File: src/rtl/clock_run_control.sv
// Run/step/halt controller for the processor clock divider: synchronizes and debounces
// the board controls and drives the divider enable, with one slow-clock period per STEP press.
module clock_run_control #(
    parameter logic [19:0] DEB_MAX = 20'd100000,
    parameter logic [23:0] STEP_TO = 24'd12000000
) (
    input  logic inclk,
    input  logic rst,
    input  logic run_sw,
    input  logic step_btn,
    input  logic halt_in,
    input  logic clk_fb,
    output logic ena,
    output logic running,
    output logic halted,
    output logic step_err
);

    typedef enum logic [2:0] {
        IDLE    = 3'd0,
        RUN     = 3'd1,
        STEP_HI = 3'd2,
        STEP_LO = 3'd3,
        HALT    = 3'd4
    } state_t;

    state_t state, state_nxt;

    logic [1:0]  run_sync, step_sync, halt_sync, fb_sync;
    logic        run_s, step_s, halt_s, clk_fb_s;
    logic        clk_fb_d;
    logic        fb_rise, fb_fall;

    logic [19:0] run_cnt, step_cnt;
    logic        stable_run, stable_step, step_prev;
    logic        step_rise;

    logic [23:0] to_cnt, to_cnt_inc;
    logic        in_step, to_hit;
    logic        step_start, step_timeout;

    logic        ena_nxt, running_nxt, halted_nxt;

    // Two-flop synchronizers for every asynchronous input.
    always_ff @(posedge inclk or posedge rst) begin
        if (rst) begin
            run_sync  <= '0;
            step_sync <= '0;
            halt_sync <= '0;
            fb_sync   <= '0;
            clk_fb_d  <= 1'b0;
        end else begin
            run_sync  <= {run_sync[0], run_sw};
            step_sync <= {step_sync[0], step_btn};
            halt_sync <= {halt_sync[0], halt_in};
            fb_sync   <= {fb_sync[0], clk_fb};
            clk_fb_d  <= fb_sync[1];
        end
    end

    assign run_s    = run_sync[1];
    assign step_s   = step_sync[1];
    assign halt_s   = halt_sync[1];
    assign clk_fb_s = fb_sync[1];
    assign fb_rise  = clk_fb_s & ~clk_fb_d;
    assign fb_fall  = ~clk_fb_s & clk_fb_d;

    always_ff @(posedge inclk or posedge rst) begin
        if (rst) begin
            run_cnt    <= '0;
            stable_run <= 1'b0;
        end else if (run_s == stable_run) begin
            run_cnt <= '0;
        end else if (run_cnt == DEB_MAX) begin
            stable_run <= run_s;
            run_cnt    <= '0;
        end else begin
            run_cnt <= run_cnt + 20'd1;
        end
    end

    always_ff @(posedge inclk or posedge rst) begin
        if (rst) begin
            step_cnt    <= '0;
            stable_step <= 1'b0;
            step_prev   <= 1'b0;
        end else begin
            step_prev <= stable_step;
            if (step_s == stable_step) begin
                step_cnt <= '0;
            end else if (step_cnt == DEB_MAX) begin
                stable_step <= step_s;
                step_cnt    <= '0;
            end else begin
                step_cnt <= step_cnt + 20'd1;
            end
        end
    end

    assign step_rise  = stable_step & ~step_prev;

    assign in_step    = (state == STEP_HI) || (state == STEP_LO);
    assign to_cnt_inc = to_cnt + 24'd1;
    assign to_hit     = in_step && (to_cnt_inc == STEP_TO);

    // State register; outputs are registered from the next-state decode.
    always_ff @(posedge inclk or posedge rst) begin
        if (rst) begin
            state   <= IDLE;
            ena     <= 1'b0;
            running <= 1'b0;
            halted  <= 1'b0;
        end else begin
            state   <= state_nxt;
            ena     <= ena_nxt;
            running <= running_nxt;
            halted  <= halted_nxt;
        end
    end

    // halt_s outranks the step timeout, which outranks normal progress.
    always_comb begin
        state_nxt    = state;
        step_start   = 1'b0;
        step_timeout = 1'b0;
        case (state)
            IDLE: begin
                if (halt_s) begin
                    state_nxt = HALT;
                end else if (stable_run) begin
                    state_nxt = RUN;
                end else if (step_rise) begin
                    state_nxt  = STEP_HI;
                    step_start = 1'b1;
                end
            end
            RUN: begin
                if (halt_s) begin
                    state_nxt = HALT;
                end else if (!stable_run) begin
                    state_nxt = IDLE;
                end
            end
            STEP_HI: begin
                if (halt_s) begin
                    state_nxt = HALT;
                end else if (to_hit) begin
                    state_nxt    = IDLE;
                    step_timeout = 1'b1;
                end else if (fb_rise) begin
                    state_nxt = STEP_LO;
                end
            end
            STEP_LO: begin
                if (halt_s) begin
                    state_nxt = HALT;
                end else if (to_hit) begin
                    state_nxt    = IDLE;
                    step_timeout = 1'b1;
                end else if (fb_fall) begin
                    state_nxt = IDLE;
                end
            end
            HALT: begin
                if (!halt_s && !stable_run) begin
                    state_nxt = IDLE;
                end
            end
            default: state_nxt = IDLE;
        endcase
    end

    always_comb begin
        ena_nxt     = 1'b0;
        running_nxt = 1'b0;
        halted_nxt  = 1'b0;
        case (state_nxt)
            RUN: begin
                ena_nxt     = 1'b1;
                running_nxt = 1'b1;
            end
            STEP_HI, STEP_LO: ena_nxt = 1'b1;
            HALT:             halted_nxt = 1'b1;
            default: ;
        endcase
    end

    // Step timeout counter saturates at STEP_TO; step_err is sticky until the next accepted press.
    always_ff @(posedge inclk or posedge rst) begin
        if (rst) begin
            to_cnt   <= '0;
            step_err <= 1'b0;
        end else if (step_start) begin
            to_cnt   <= '0;
            step_err <= 1'b0;
        end else begin
            if (in_step && (to_cnt != STEP_TO)) begin
                to_cnt <= to_cnt_inc;
            end
            if (step_timeout) begin
                step_err <= 1'b1;
            end
        end
    end

endmodule

File: config.mk
export PLATFORM = sky130hd
export DESIGN_NAME = clock_run_control
export DESIGN_NICKNAME = d
export VERILOG_FILES = /design/src/rtl/clock_run_control.sv
export SDC_FILE = /design/constraint.sdc
export NUM_CORES = 1
export LEC_CHECK = 0
export CAP_MARGIN = 5
export CELL_PAD_IN_SITES_DETAIL_PLACEMENT = 0
export CELL_PAD_IN_SITES_GLOBAL_PLACEMENT = 1
export CORE_MARGIN = 3
export CORE_UTILIZATION = 52
export CTS_CLUSTER_SIZE = 40
export DETAILED_ROUTE_END_ITERATION = 6
export GPL_TIMING_DRIVEN = 0
export PLACE_DENSITY_LB_ADDON = 0.1
export SYNTH_ARGS = -nofsm -noshare
export SYNTH_HDL_FRONTEND = slang
export SYNTH_SLANG_ARGS = --single-unit
File: constraint.sdc
create_clock -name inclk -period 4.8 [get_ports inclk]
set_input_delay 0.48 -clock inclk [delete_from_list [all_inputs] [get_ports inclk]]
set_output_delay 0.48 -clock inclk [all_outputs]
set_load 0.005 [all_outputs]
==> results of run 1 <==
## cells by family after synthesis
group	Yosys count	synth area share
DFF	83	0.4630
AOI/OAI and AO/OA	70	0.1035
buffers and inverters	49	0.05104
and+or+nand+nor	212	0.2516
muxes	4	0.009484
xor gates and xnor gates	51	0.09958
adders and majority gates	8	0.02176
## where the power goes
part / switching, mW / leakage [nW] / internal (mW)
combinational: 0.0288 / 0.828 / 0.0157
clock: 0.280 / 0.114 / 0.303
sequential: 0.00676 / 1.13 / 0.707
## flip-flops by register name, indices dropped and copies added (netlist names), 2 cells and up
signal and flops:
to_cnt 24, run_cnt 20, step_cnt 20, state 3
fb_sync 2, halt_sync 2, run_sync 2, step_sync 2
## Yosys cell counts (all sizes together), types with 4 or more instances
cell    number
a21oi        7
a31oi        4
and3         8
and4         9
buf         13
clkbuf      17
dfrtp       83
ha           7
inv         19
nand2       31
nand2b       9
nand3       27
nand4       20
nor2        63
nor3        11
nor4         8
nor4b        4
nor4bb       5
o21ai       28
o31ai       10
o41ai        5
or4          4
xnor2       21
xor2        30
## metrics by stage
stage	power (mW)	hold WS [ns]	std cells	instance area, sq um
floorplan	0.7551	0.3312	477	4486
global placement	0.7695	0.3339	591	4707
detailed placement	0.7741	0.3378	592	4737
CTS	1.358	0.3658	608	4969
global route	1.400	0.3660	608	4969
finish	1.341	0.3605	608	4969
## final timing paths
path	from	to	slack [ns]
min	halt_sync[0]$_DFF_PP0_	halt_sync[1]$_DFF_PP0_	0.36
max	to_cnt[10]$_DFFE_PP0P_	to_cnt[19]$_DFFE_PP0P_	1.90
max in group asynchronous	rst	run_sync[1]$_DFF_PP0_	3.74
max reg2reg	to_cnt[10]$_DFFE_PP0P_	to_cnt[19]$_DFFE_PP0P_	1.90
min in group asynchronous	rst	step_prev$_DFF_PP0_	0.47
min reg2reg	halt_sync[0]$_DFF_PP0_	halt_sync[1]$_DFF_PP0_	0.36
## cells in the final DEF (no fill, tap or decap), types with 5 or more instances in the layout
cell type,n
xnor2_1,21
nand2b_1,9
nor2_1,63
ha_1,7
buf_4,6
and3_1,8
xor2_1,30
o41ai_1,5
clkdlybuf4s50_1,9
dfrtp_1,83
nand2_1,31
and4_1,9
o31ai_1,10
nor4bb_1,5
o21ai_0,27
clkbuf_8,9
clkbuf_1,16
inv_1,18
nor3_1,11
nand4_1,19
nand3_1,27
nor4_1,8
a21oi_1,6
buf_2,5
## area by class of cell
class                           instances  area share
Sequential cell                        83      0.4180
Tap cell                              105     0.02644
Clock inverter                          7     0.02166
Inverter                               19     0.01486
Buffer                                 30     0.03173
Timing Repair Buffer                   10     0.02367
Multi-Input combinational cell        345      0.4387
Clock buffer                            9     0.02493
## layer usage
metal / GRT usage / share of wire / up-vias / wire, um
met5: 0 / 0 / - / 0
met4: 0.06618 / 0.015 / 0 / 146
met3: 0.03609 / 0.050 / 16 / 499
li1: - / - / 1735 / -
met1: 0.3303 / 0.50 / 1743 / 4971
met2: 0.3094 / 0.43 / 94 / 4274
## worst max-delay path: stages, from the launching register on
cell      delay, ns
dfrtp_1        0.38
buf_6          0.14
nand3b_1       0.21
or4b_1         0.51
o21ai_2        0.44
and2_0         0.19
clkbuf_1       0.35
buf_2          0.33
o21ai_0        0.14
o41ai_1        0.09
==> results by group, run 1 <==
Outcome
  – Status: finished clean

Clock network
  – Total CTS buffers: 9
  – Buffer count from post-CTS setup fixing: 0
  – Clk Latency, worst-skew pair: approximately 0.35 ns
  – CTS tree: done
  – Clock Sinks: 83
  – Hold-fix buffers, CTS: 0
  – # H-tree levels: 3
  – Bufs on Longest Clock Path: 2
  – Worst-path clk slew: ~0.1 ns
  – PostCTS Resize Cnt: 0
  – Clk root buf: clkbuf_8

Worst setup path
  – Critical Path RT: 5.03 ns
  – Cells on worst reg2reg path: 9
  – Crit-path max FO: 10
  – CP endpoint kind: flip-flop
  – Setup crit start kind: flip-flop
  – CP Data Arrival Time: about 3.1 ns
  – Setup CP Type: reg -> reg

Synth
  – Cells after synthesis: 477
  – Mapped Nets: 490
  – Post-synth EDFFs: 0
  – Yosys warning total: 0
  – Post-Syn Area per Cell: about 9.4 sq um
  – Synth cell types: 56
  – Flops & latches, synth: 83
  – Share of Yosys cell area claimed by the top area cell type: 0.4630
  – Post-Syn Area: 4486 sq um
  – Sequential share of the synthesized area: 0.4630
  – Share of flip-flops with an asynchronous set or reset: 1.000
  – Most used DFF post-synth: dfrtp_1
  – Area leader, netlist: dfrtp_1
  – Top cells by area, synth: dfrtp_1, xor2_1, nor2_1

Power and ir drop
  – P per Cell Area: approximately 270 nW/um^2
  – Peak VDD IR: roughly 0.19 mV
  – LEAKAGE: 2.072 nW

Routing
  – Initial DRC Count: ~210
  – First-pass DRT Iterations: 5
  – DRC viols: 0
  – Post-route ant nets: 0
  – Drt wl/cell: 16.27 um
  – WL final: 9.892 mm
  – DR vias: between 3,000 and 4,000
  – Via/cell ratio: 5.901

STA
  – Least-Margin Pin Slew: around 0.81 ns
  – Fmax: 345.2 MHz
  – Final Hold Viols: 0
  – Crit share post-route: 0.6035
  – Setup WS post-layout: roughly 1.9 ns
  – Normalized max-slew margin: 0.4565
  – Clock Skew: 0.01470 ns
  – Setup Viol. Count Final: 0
  – RSZ-0062 raised after global routing: no
  – Tmin final: ~2.9 ns
  – Setup TNS: 0 ns
  – Final slew viol count: 0

Placed design
  – Global placement routability congestion: between 0.8 and 0.9
  – DP HPWL: between 6 and 7 mm
  – Dpl ws: 1.961 ns
  – Buffers on Ports: 9

Global routing
  – GRT Util Overall: 0.2146
  – Initial antenna violation count: 0
  – First-pass GRT wire length: 16.91 mm
  – Vias in the first global route: 3,339
  – Largest net degree at the start of global routing: 56
  – Grt ovf: 0

Die
  – Core Area: roughly 8300 sq um
  – Row cnt: 33
  – Die span in y: slightly below 100 um
  – Top Ports: 10
  – Die ar.: 9776 sq um
  – Initial core utilization: 0.5405
  – Die Wd: 98.88 um

Cells and area
  – Share of layout cells above drive strength 1: 0.08350
  – Number of diodes: 0
  – Multi-input gate area: 2180 sq um
  – Total Nets Final: 511
  – Storage element area: about 2100 sq um
  – Final core area utilization: 0.5987
  – Area growth, synth to finish: 10.77%
  – Layout fillers: 734

Min path
  – Worst hold-check path type: reg -> reg
  – Cells on Worst Hold Path: 0

Job
  – Max-cap violations: 0
No activity file was read; power rests on OpenSTA's default activity.
==> run 2: changes to the inputs <==
--- a/config.mk
+++ b/config.mk
@@ -9,7 +9,7 @@
 export CELL_PAD_IN_SITES_DETAIL_PLACEMENT = 0
 export CELL_PAD_IN_SITES_GLOBAL_PLACEMENT = 1
 export CORE_MARGIN = 3
-export CORE_UTILIZATION = 52
+export CORE_UTILIZATION = 44
 export CTS_CLUSTER_SIZE = 40
 export DETAILED_ROUTE_END_ITERATION = 6
 export GPL_TIMING_DRIVEN = 0
==> constraint.sdc (replaced) <==
create_clock -name inclk -period 2.5 [get_ports inclk]
set_input_delay 0.25 -clock inclk [delete_from_list [all_inputs] [get_ports inclk]]
set_output_delay 0.25 -clock inclk [all_outputs]
set_load 0.005 [all_outputs]
==> results by group, run 2 (same netlist as run 1, synthesis figures left out) <==
Min path
  – Worst hold-check path type: in -> async (was reg -> reg)

Cells and area
  – Total Nets Final: 521 (was 511)
  – Final core area utilization: 0.5330 (was 0.5987)
  – Layout fillers: 885 (was 734)
  – Multi-input gate area: 2298 sq um (was 2180 sq um)
  – Number of diodes: 0 (unchanged)
  – Top flop regs: to_cnt: 24 flops, run_cnt: 20 flops, step_cnt: 20 flops (unchanged)
  – Commonest non-fill, non-tap cell in the layout: dfrtp_1 (unchanged)
  – Area growth, synth to finish: 17.21% (was 10.77%)
  – Max reg flops: 24 (unchanged)
  – Biggest register: to_cnt (unchanged)
  – Commonest non-fill, non-tap cells in the layout: dfrtp_1, nor2_1, nand2_1, xor2_1, nand3_1 (was dfrtp_1, nor2_1, nand2_1, xor2_1)
  – Non-Filler Instances: 646 (was 608)
  – Post-route cell area: 5258 sq um (was 4969 sq um)
  – Storage element area: 2077 sq um (unchanged)
  – Share of layout cells above drive strength 1: 0.1442 (was 0.08350)

Die
  – Die span in y: 107.0 um (was 98.88 um)
  – Core Area: 9864 sq um (was 8299 sq um)
  – Die ar.: 11,440 sq um (was 9776 sq um)
  – Initial core utilization: 0.4547 (was 0.5405)
  – Die Wd: 107.0 um (was 98.88 um)
  – Row cnt: 36 (was 33)
  – Top Ports: 10 (unchanged)

Clock network
  – Clock Sinks: 83 (unchanged)
  – Clk Latency, worst-skew pair: 0.35 ns (about the same)
  – # H-tree levels: 3 (unchanged)
  – Clk root buf: clkbuf_8 (unchanged)
  – Bufs on Longest Clock Path: 2 (unchanged)
  – Total CTS buffers: 9 (unchanged)
  – Worst-path clk slew: 0.09 ns (was 0.10 ns)
  – CTS tree: done (unchanged)
  – Hold-fix buffers, CTS: 0 (unchanged)

Placed design
  – Buffers on Ports: 9 (unchanged)
  – DP HPWL: 7.074 mm (was 6.992 mm)
  – Global placement routability congestion: 0.8866 (was 0.8780)
  – Placed cell area: 4772 sq um (was 4737 sq um)
  – Placed Cells: 620 (was 592)

Routing
  – First-pass DRT Iterations: 5 (unchanged)
  – Drt wl/cell: 16.01 um (was 16.27 um)
  – DR vias: 3,591 (was 3,588)
  – Post-route ant nets: 0 (unchanged)
  – WL final: 10.34 mm (was 9.892 mm)
  – Via/cell ratio: 5.559 (was 5.901)
  – Initial DRC Count: 237 (was 212)
  – DRC viols: 0 (unchanged)

Worst setup path
  – Critical Path RT: 2.76 ns (was 5.03 ns)
  – Setup crit start kind: flip-flop (unchanged)
  – Largest stage delay, worst path: 0.54 ns (was 0.51 ns)
  – CP endpoint kind: flip-flop (unchanged)
  – Crit-path max FO: 7 (was 10)
  – Crit-path cells: buf_6 -> nand4_4 -> or4_4 -> buf_6 -> or4_4 -> o211ai_4 -> a21oi_4 -> a221oi_2 (was buf_6 -> nand3b_1 -> or4b_1 -> o21ai_2 -> and2_0 -> clkbuf_1 -> buf_2 -> o21ai_0 -> o41ai_1)
  – CP Data Arrival Time: 2.70 ns (was 3.13 ns)
  – CP max stage cell: or4_4 (was or4b_1)
  – Crit-path leading delay family: simple AND/OR/NAND/NOR gates (unchanged)
  – Crit path buf inv count: 2 (was 3)
  – Setup CP Type: reg -> reg (unchanged)

STA
  – Crit share post-route: 0.9769 (was 0.6035)
  – Worst hold slack: 0.3032 ns (was 0.3605 ns)
  – Final Hold Viols: 0 (unchanged)
  – Fmax: 409.5 MHz (was 345.2 MHz)
  – Final slew viol count: 0 (unchanged)
  – Least-Margin Pin Slew: 0.5384 ns (was 0.8078 ns)
  – Normalized max-slew margin: 0.6411 (was 0.4565)
  – Tmin final: 2.442 ns (was 2.897 ns)
  – Setup Viol. Count Final: 0 (unchanged)
  – Clock Skew: 0.01185 ns (was 0.01470 ns)
  – Setup TNS: 0 ns (unchanged)

Job
  – Max-cap violations: 0 (unchanged)

Power and ir drop
  – LEAKAGE: 2.193 nW (was 2.072 nW)
  – P per Cell Area: 504.5 nW/um^2 (was 270.0 nW/um^2)
  – Peak VDD IR: 0.3131 mV (was 0.1878 mV)

Global routing
  – Busiest layer in global routing: met2 (was met1)
  – GRT Util Overall: 0.1950 (was 0.2146)
  – Initial antenna violation count: 0 (unchanged)
  – Largest net degree at the start of global routing: 44 (was 56)
  – Vias in the first global route: 3,424 (was 3,339)
  – GR Layer Usage met3: 0.03131 (was 0.03609)
  – Grt ovf: 0 (unchanged)
  – GR Layer Usage met1: 0.2838 (was 0.3303)
  – M2 GR Usage: 0.2932 (was 0.3094)
  – First-pass GRT wire length: 17.66 mm (was 16.91 mm)

Outcome
  – Status: finished clean (unchanged)
## run 2: cell types whose count changed in the layout (fill, tap and decap cells not counted), moves of 3 or more
cell | before | now
buf_2 | 5 | 2
buf_4 | 6 | 15
buf_6 | 2 | 6
clkbuf_1 | 16 | 10
clkbuf_2 | 1 | 4
nor3_1 | 11 | 7
nor3_2 | 0 | 4
nor4_1 | 8 | 5
## run 2: layer usage
metal	share of wire	vias to the layer above
met5	0	-
met4	0.018	0
met3	0.039	13
met2	0.46	76
met1	0.48	1761
li1	-	1741
## run 2: cell type report
class / count / share of cell area
Buffer: 29 / 0.03570
Timing Repair Buffer: 21 / 0.03903
Tap cell: 133 / 0.03165
Inverter: 19 / 0.01404
Sequential cell: 83 / 0.3950
Clock inverter: 6 / 0.02118
Clock buffer: 10 / 0.02618
Multi-Input combinational cell: 345 / 0.4372
## run 2: power by group
part           total (mW)  switching (mW)  internal [mW]
Clock                1.20           0.502          0.693
Sequential           1.37          0.0124           1.36
Combinational      0.0866          0.0562         0.0304
## run 2: worst paths after layout
path,slack [ns],endpoint,depth (start not counted),startpoint
worst max-delay path,0.06,state[0]$_DFF_PP0_,8,to_cnt[10]$_DFFE_PP0P_
worst min-delay path,0.30,to_cnt[16]$_DFFE_PP0P_,2,rst
worst max register to register,0.06,state[0]$_DFF_PP0_,8,to_cnt[10]$_DFFE_PP0P_
worst min register to register,0.36,step_sync[1]$_DFF_PP0_,0,step_sync[0]$_DFF_PP0_
max in group asynchronous,1.60,run_cnt[2]$_DFF_PP0_,3,rst
min in group inclk,0.33,fb_sync[0]$_DFF_PP0_,1,clk_fb
## run 2: per-stage QoR
stage / setup WS (ns) / power (mW)
after floorplan: 0.1132 / 1.450
after global placement: -1.287 / 1.479
after CTS: 0.01158 / 2.696
after detailed placement: -0.2928 / 1.488
after global routing: -0.01868 / 2.765
final: 0.05781 / 2.652
## run 2: timing repair
item,4_1_cts,5_1_grt
pin swaps,1,7
setup endpoints to repair,18,27
buffers inserted,2,9
resized for setup,7,37
## run 2: worst register-to-register path: stages, from the launching register on
cell	delay (ns)
dfrtp_1	0.36
buf_6	0.13
nand4_4	0.13
or4_4	0.54
buf_6	0.15
or4_4	0.55
o211ai_4	0.11
a21oi_4	0.11
a221oi_2	0.28
==> run 3: changes to the inputs <==
--- a/config.mk
+++ b/config.mk
@@ -14,6 +14,7 @@
 export DETAILED_ROUTE_END_ITERATION = 6
 export GPL_TIMING_DRIVEN = 0
 export PLACE_DENSITY_LB_ADDON = 0.1
+export SLEW_MARGIN = 20
 export SYNTH_ARGS = -nofsm -noshare
 export SYNTH_HDL_FRONTEND = slang
 export SYNTH_SLANG_ARGS = --single-unit
==> constraint.sdc (replaced) <==
create_clock -name inclk -period 2.5 [get_ports inclk]
set_input_delay 0.25 -clock inclk [delete_from_list [all_inputs] [get_ports inclk]]
set_output_delay 0.25 -clock inclk [all_outputs]
set_load 0.1 [all_outputs]
==> results of run 3 <==
Same layout as run 2 (identical final DEF). Status: finished clean.
Among the figures that moved: total power 2.652 mW -> 2.659 mW
==> RTL edit 1: new RTL, settings of run 2 <==
The 5 states of `state_t` get a one-hot encoding in 5 bits.
--- a/src/rtl/clock_run_control.sv
+++ b/src/rtl/clock_run_control.sv
@@ -17,10 +17,10 @@
 );
 
-    typedef enum logic [2:0] {
-        IDLE    = 3'd0,
-        RUN     = 3'd1,
-        STEP_HI = 3'd2,
-        STEP_LO = 3'd3,
-        HALT    = 3'd4
+    typedef enum logic [4:0] {
+        IDLE    = 5'b00001,
+        RUN     = 5'b00010,
+        STEP_HI = 5'b00100,
+        STEP_LO = 5'b01000,
+        HALT    = 5'b10000
     } state_t;
 
Check against the original RTL: no difference found for any inputs over 10 cycles, from zero or initial values and one cycle with rst high; not proved beyond that.
==> RTL edit 1 against run 2 <==
- critical path depth did not move
- synthesized cell count rose by 1.5%
- utilization fell by 1.7 points
- routed wire length fell by 3.7%
- largest cell class unchanged
- worst hold slack got worse by 0.092 ns
- synthesized area rose by 2.2%
- setup slack improved by 0.069 ns
- sequential cell count rose by 2
- design area fell by 2.3%
Power is not compared: it rests on default switching activity, and its combinational part moved more than twofold at a synthesized area within 25%.
==> RTL edit 1: results (changes against run 2) <==
| Metric | Value |
|---|---|
| Status | finished clean |
| Synth warnings | 0 (unchanged) |
| Leakage power | 0.002234 uW |
| Multi-input logic portion of the cell area | 45.14% (+1.4 points) |
| Placed Area | 4871 um2 (+2.1%) |
| Inverters, non-clock | 17 (-2) |
| Multi-input gate count | 361 (+4.6%) |
| Post-synthesis cell type count | 60 (+7.1%) |
| CP top delay family | simple AND/OR/NAND/NOR gates |
| Clk cell area share | 4.166% (-0.57 points) |
| Setup bufs post-CTS | 1 (-1) |
| P_sw | 685.6 uW |
| Critical R2R Launch | to_cnt[1] |
| Vias | 3,483 (-3.0%) |
| Seq area share | 41.46% (+2.0 points) |
| DRT Wirelength | 9.959 mm (-3.7%) |
| DP HPWL | 6.762 mm (-4.4%) |
| Die W | 108.1 um (+1.0%) |
| Post-Place Worst Slack | -0.07663 ns (+0.2162 ns) |
| Share of cells above drive strength 1 | 10.74% (-3.7 points) |
| Fin util | 51.60% (-1.7 points) |
| Clock buffer cells | 12 (+2) |
| Commonest cells post-synth | dfrtp_1, nor2_1, nand2_1, xor2_1, nand3_1 |
| Number of non-clock buffers | 34 (-32%) |
| Placed insts | 627 (+1.1%) |
| DR pass1 iterations | 4 (-1) |
| Type of origin of the critical path | flip-flop |
| Layout Skew | 0.01093 ns (-0.0009178 ns) |
| CP max stage delay | 0.47 ns (-0.07 ns) |
| Fillers | 919 (+3.8%) |
| Starting DRT DRC Count | 185 (-22%) |
| First-pass GRT wire length | 17.22 mm (-2.5%) |
| Mean Syn Cell Area | 9.472 um2 (+0.73%) |
| Worst-case clock buffer depth | 2 (unchanged) |
| Maximum vdd drop | 0.2939 mV |
| Post-route DRC | 0 (unchanged) |
| Largest net degree at the start of global routing | 63 (+43%) |
| Vias in the first global route | 3,400 (-0.70%) |
| Register area share after synthesis | 46.42% (+0.12 points) |
| Seq cells | 85 (+2.4%) |
| Crit path max-delay cell type | dfrtp_1 |
| Non-clock buffer area fraction after layout | 4.702% (-2.8 points) |
| Arr. time, crit path | 2.61 ns (-0.09 ns) |
| Top post-synthesis cells by area | dfrtp_1, xor2_1, nor2_1 |
| Routability congestion estimate | 0.8877 (+0.12%) |
| Total power | 2823 uW |
| Slew headroom | 57.21% (-6.9 points) |
| DR vias/cell | 5.400 (-2.9%) |
| Reg2reg path depth | 8 (unchanged) |
| Synthesized net count | 497 (+1.4%) |
| Most flop-heavy register | to_cnt |
| Post-cts sizing count | 2 (-5) |
| GRT Util Overall | 18.61% (-0.88 points) |
-- RTL edit 1: cell count changes after synthesis, sizes merged, moves of 5 or more --
cell           run 2  this run
and3               8        13
and4               9         3
clkbuf            17        10
nor2              63        71
nor2b              2         9
-- RTL edit 1: worst paths after layout --
check | endpoint | slack [ns]
max | state[2] | 0.13
min | fb_sync[0] | 0.21
max reg2reg | state[2] | 0.13
min reg2reg | halt_sync[1] | 0.36
max in group asynchronous | step_cnt[12] | 1.68
min in group inclk | fb_sync[0] | 0.33
-- RTL edit 1: logic make-up after synthesis --
logic type,share of synthesized area [%]
buffers and inverters,3.439
adders and majority gates,1.910
DFF,46.42
AOI/OAI and AO/OA,10.97
and+or+nand+nor,27.02
xor gates and xnor gates,9.743
muxes,0.4912
-- RTL edit 1: per-layer routing --
metal	track usage (%)	wire [um]	vias up
li1	-	-	1738
met3	4.179	268	7
met4	4.599	61	0
met5	0	0	-
met2	28.42	4655	49
met1	26.95	4974	1689
==> RTL edit 2: new RTL, settings of run 2 <==
Made on the original files. The parameter `DEB_MAX` goes from 20'd100000 to 20'd50000.
--- a/src/rtl/clock_run_control.sv
+++ b/src/rtl/clock_run_control.sv
@@ -2,5 +2,5 @@
 // the board controls and drives the divider enable, with one slow-clock period per STEP press.
 module clock_run_control #(
-    parameter logic [19:0] DEB_MAX = 20'd100000,
+    parameter logic [19:0] DEB_MAX = 20'd50000,
     parameter logic [23:0] STEP_TO = 24'd12000000
 ) (
Behaviour: same outputs for any inputs over 10 cycles, from zero or initial values and one cycle with rst high; that may be too few to reach the edited logic, so the function may still have changed.
==> RTL edit 2 against run 2 <==
- total power fell by 5.5%
- global-route usage fell by 0.57 points
- sequential cell count did not move
- sequential power barely moved
- design area fell by 2.7%
- routed wire length fell by 1.0%
- setup slack improved by 0.080 ns
- synthesized cell count rose by 1.5%
- synthesized area rose by 1.8%
- largest power group unchanged
- highest routed layer unchanged
==> RTL edit 2: results (changes against run 2) <==
| Metric | Value |
|---|---|
| Starting DRT DRC Count | 216 (-8.9%) |
| Slew headroom | 66.12% (+2.0 points) |
| Seq area share | 40.67% (+1.2 points) |
| Inverters, non-clock | 16 (-3) |
| Post-Synth XOR/XNOR Area | 8.822% (-1.1 points) |
| Leakage power | 0.002114 uW (-3.6%) |
| Clock network power share | 41.9% (-3.2 points) |
| Number of non-clock buffers | 43 (-14%) |
| Register area share after synthesis | 45.48% (-0.82 points) |
| Met2 Usage GRT | 29.40% (+0.080 points) |
| Length of routed met3 wiring | 471 um (+17%) |
| CP top delay family | compound AO/OA/AOI/OAI gates |
| Critical path fanouts, max | 8 (+1) |
| Layout Skew | 0.009873 ns (-0.001979 ns) |
| GRT Util Overall | 18.93% (-0.57 points) |
| Routability congestion estimate | 0.8817 (-0.55%) |
| Met1 Resource Use GR | 26.30% (-2.1 points) |
| Share of cells above drive strength 1 | 11.11% (-3.3 points) |
| Placed Area | 4853 um2 (+1.7%) |
| Compound-gate portion of the synthesized area | 10.27% (-0.075 points) |
| Largest net degree at the start of global routing | 48 (+9.1%) |
| Layout area overhead | 11.97% |
| Vias in the first global route | 3,426 (+0.058%) |
| Clock buffer cells | 12 (+2) |
| WL met1 | 4.709 mm (-5.4%) |
| Status | finished clean |
| Synthesized net count | 497 (+1.4%) |
| Clk cell area share | 4.111% (-0.63 points) |
| Met3 Usage GRT | 3.359% (+0.23 points) |
| DP HPWL | 7.078 mm (about the same) |
| Crit path max-delay cell type | dfrtp_2 |
| Commonest cells post-synth | dfrtp_1, nor2_1, nand3_1, nand2_1, o21ai_0 |
| DR pass1 iterations | 4 (-1) |
| Post-Synth Adder-Cell Area | 1.918% (-0.26 points) |
| Top post-synthesis cells by area | dfrtp_1, nor2_1, xor2_1 |
RTL edit 2: per-stage QoR:
stage / setup slack, ns / TNS [ns] / std cells / power (uW)
final: 0.1376 / 0 / 646 / 2506
after global routing: 0.0006490 / 0 / 646 / 2626
after CTS: 0.002980 / 0 / 645 / 2546
after detailed placement: -0.1200 / -0.2336 / 627 / 1486
after global placement: -1.321 / -109.92 / 626 / 1480
after floorplan: 0.1132 / 0 / 484 / 1450
RTL edit 2: final timing paths:
check	cells past startpoint	end	from	slack [ns]
min in group inclk	1	run_sync[0]	run_sw	0.33
worst max register to register	9	ena	to_cnt[0]	0.14
max in group asynchronous	3	step_prev	rst	1.64
worst min register to register	0	halt_sync[1]	halt_sync[0]	0.35
worst max-delay path	9	ena	to_cnt[0]	0.14
worst min-delay path	2	run_cnt[17]	rst	0.27
RTL edit 2: repair_timing:
action | 4_1_cts | 5_1_grt
resized for setup | 3 | 6
pin swaps | 1 | 3
endpoints found under the setup margin | 11 | 20
buffers inserted | 2 | 1
hold buffers | 0 | 0
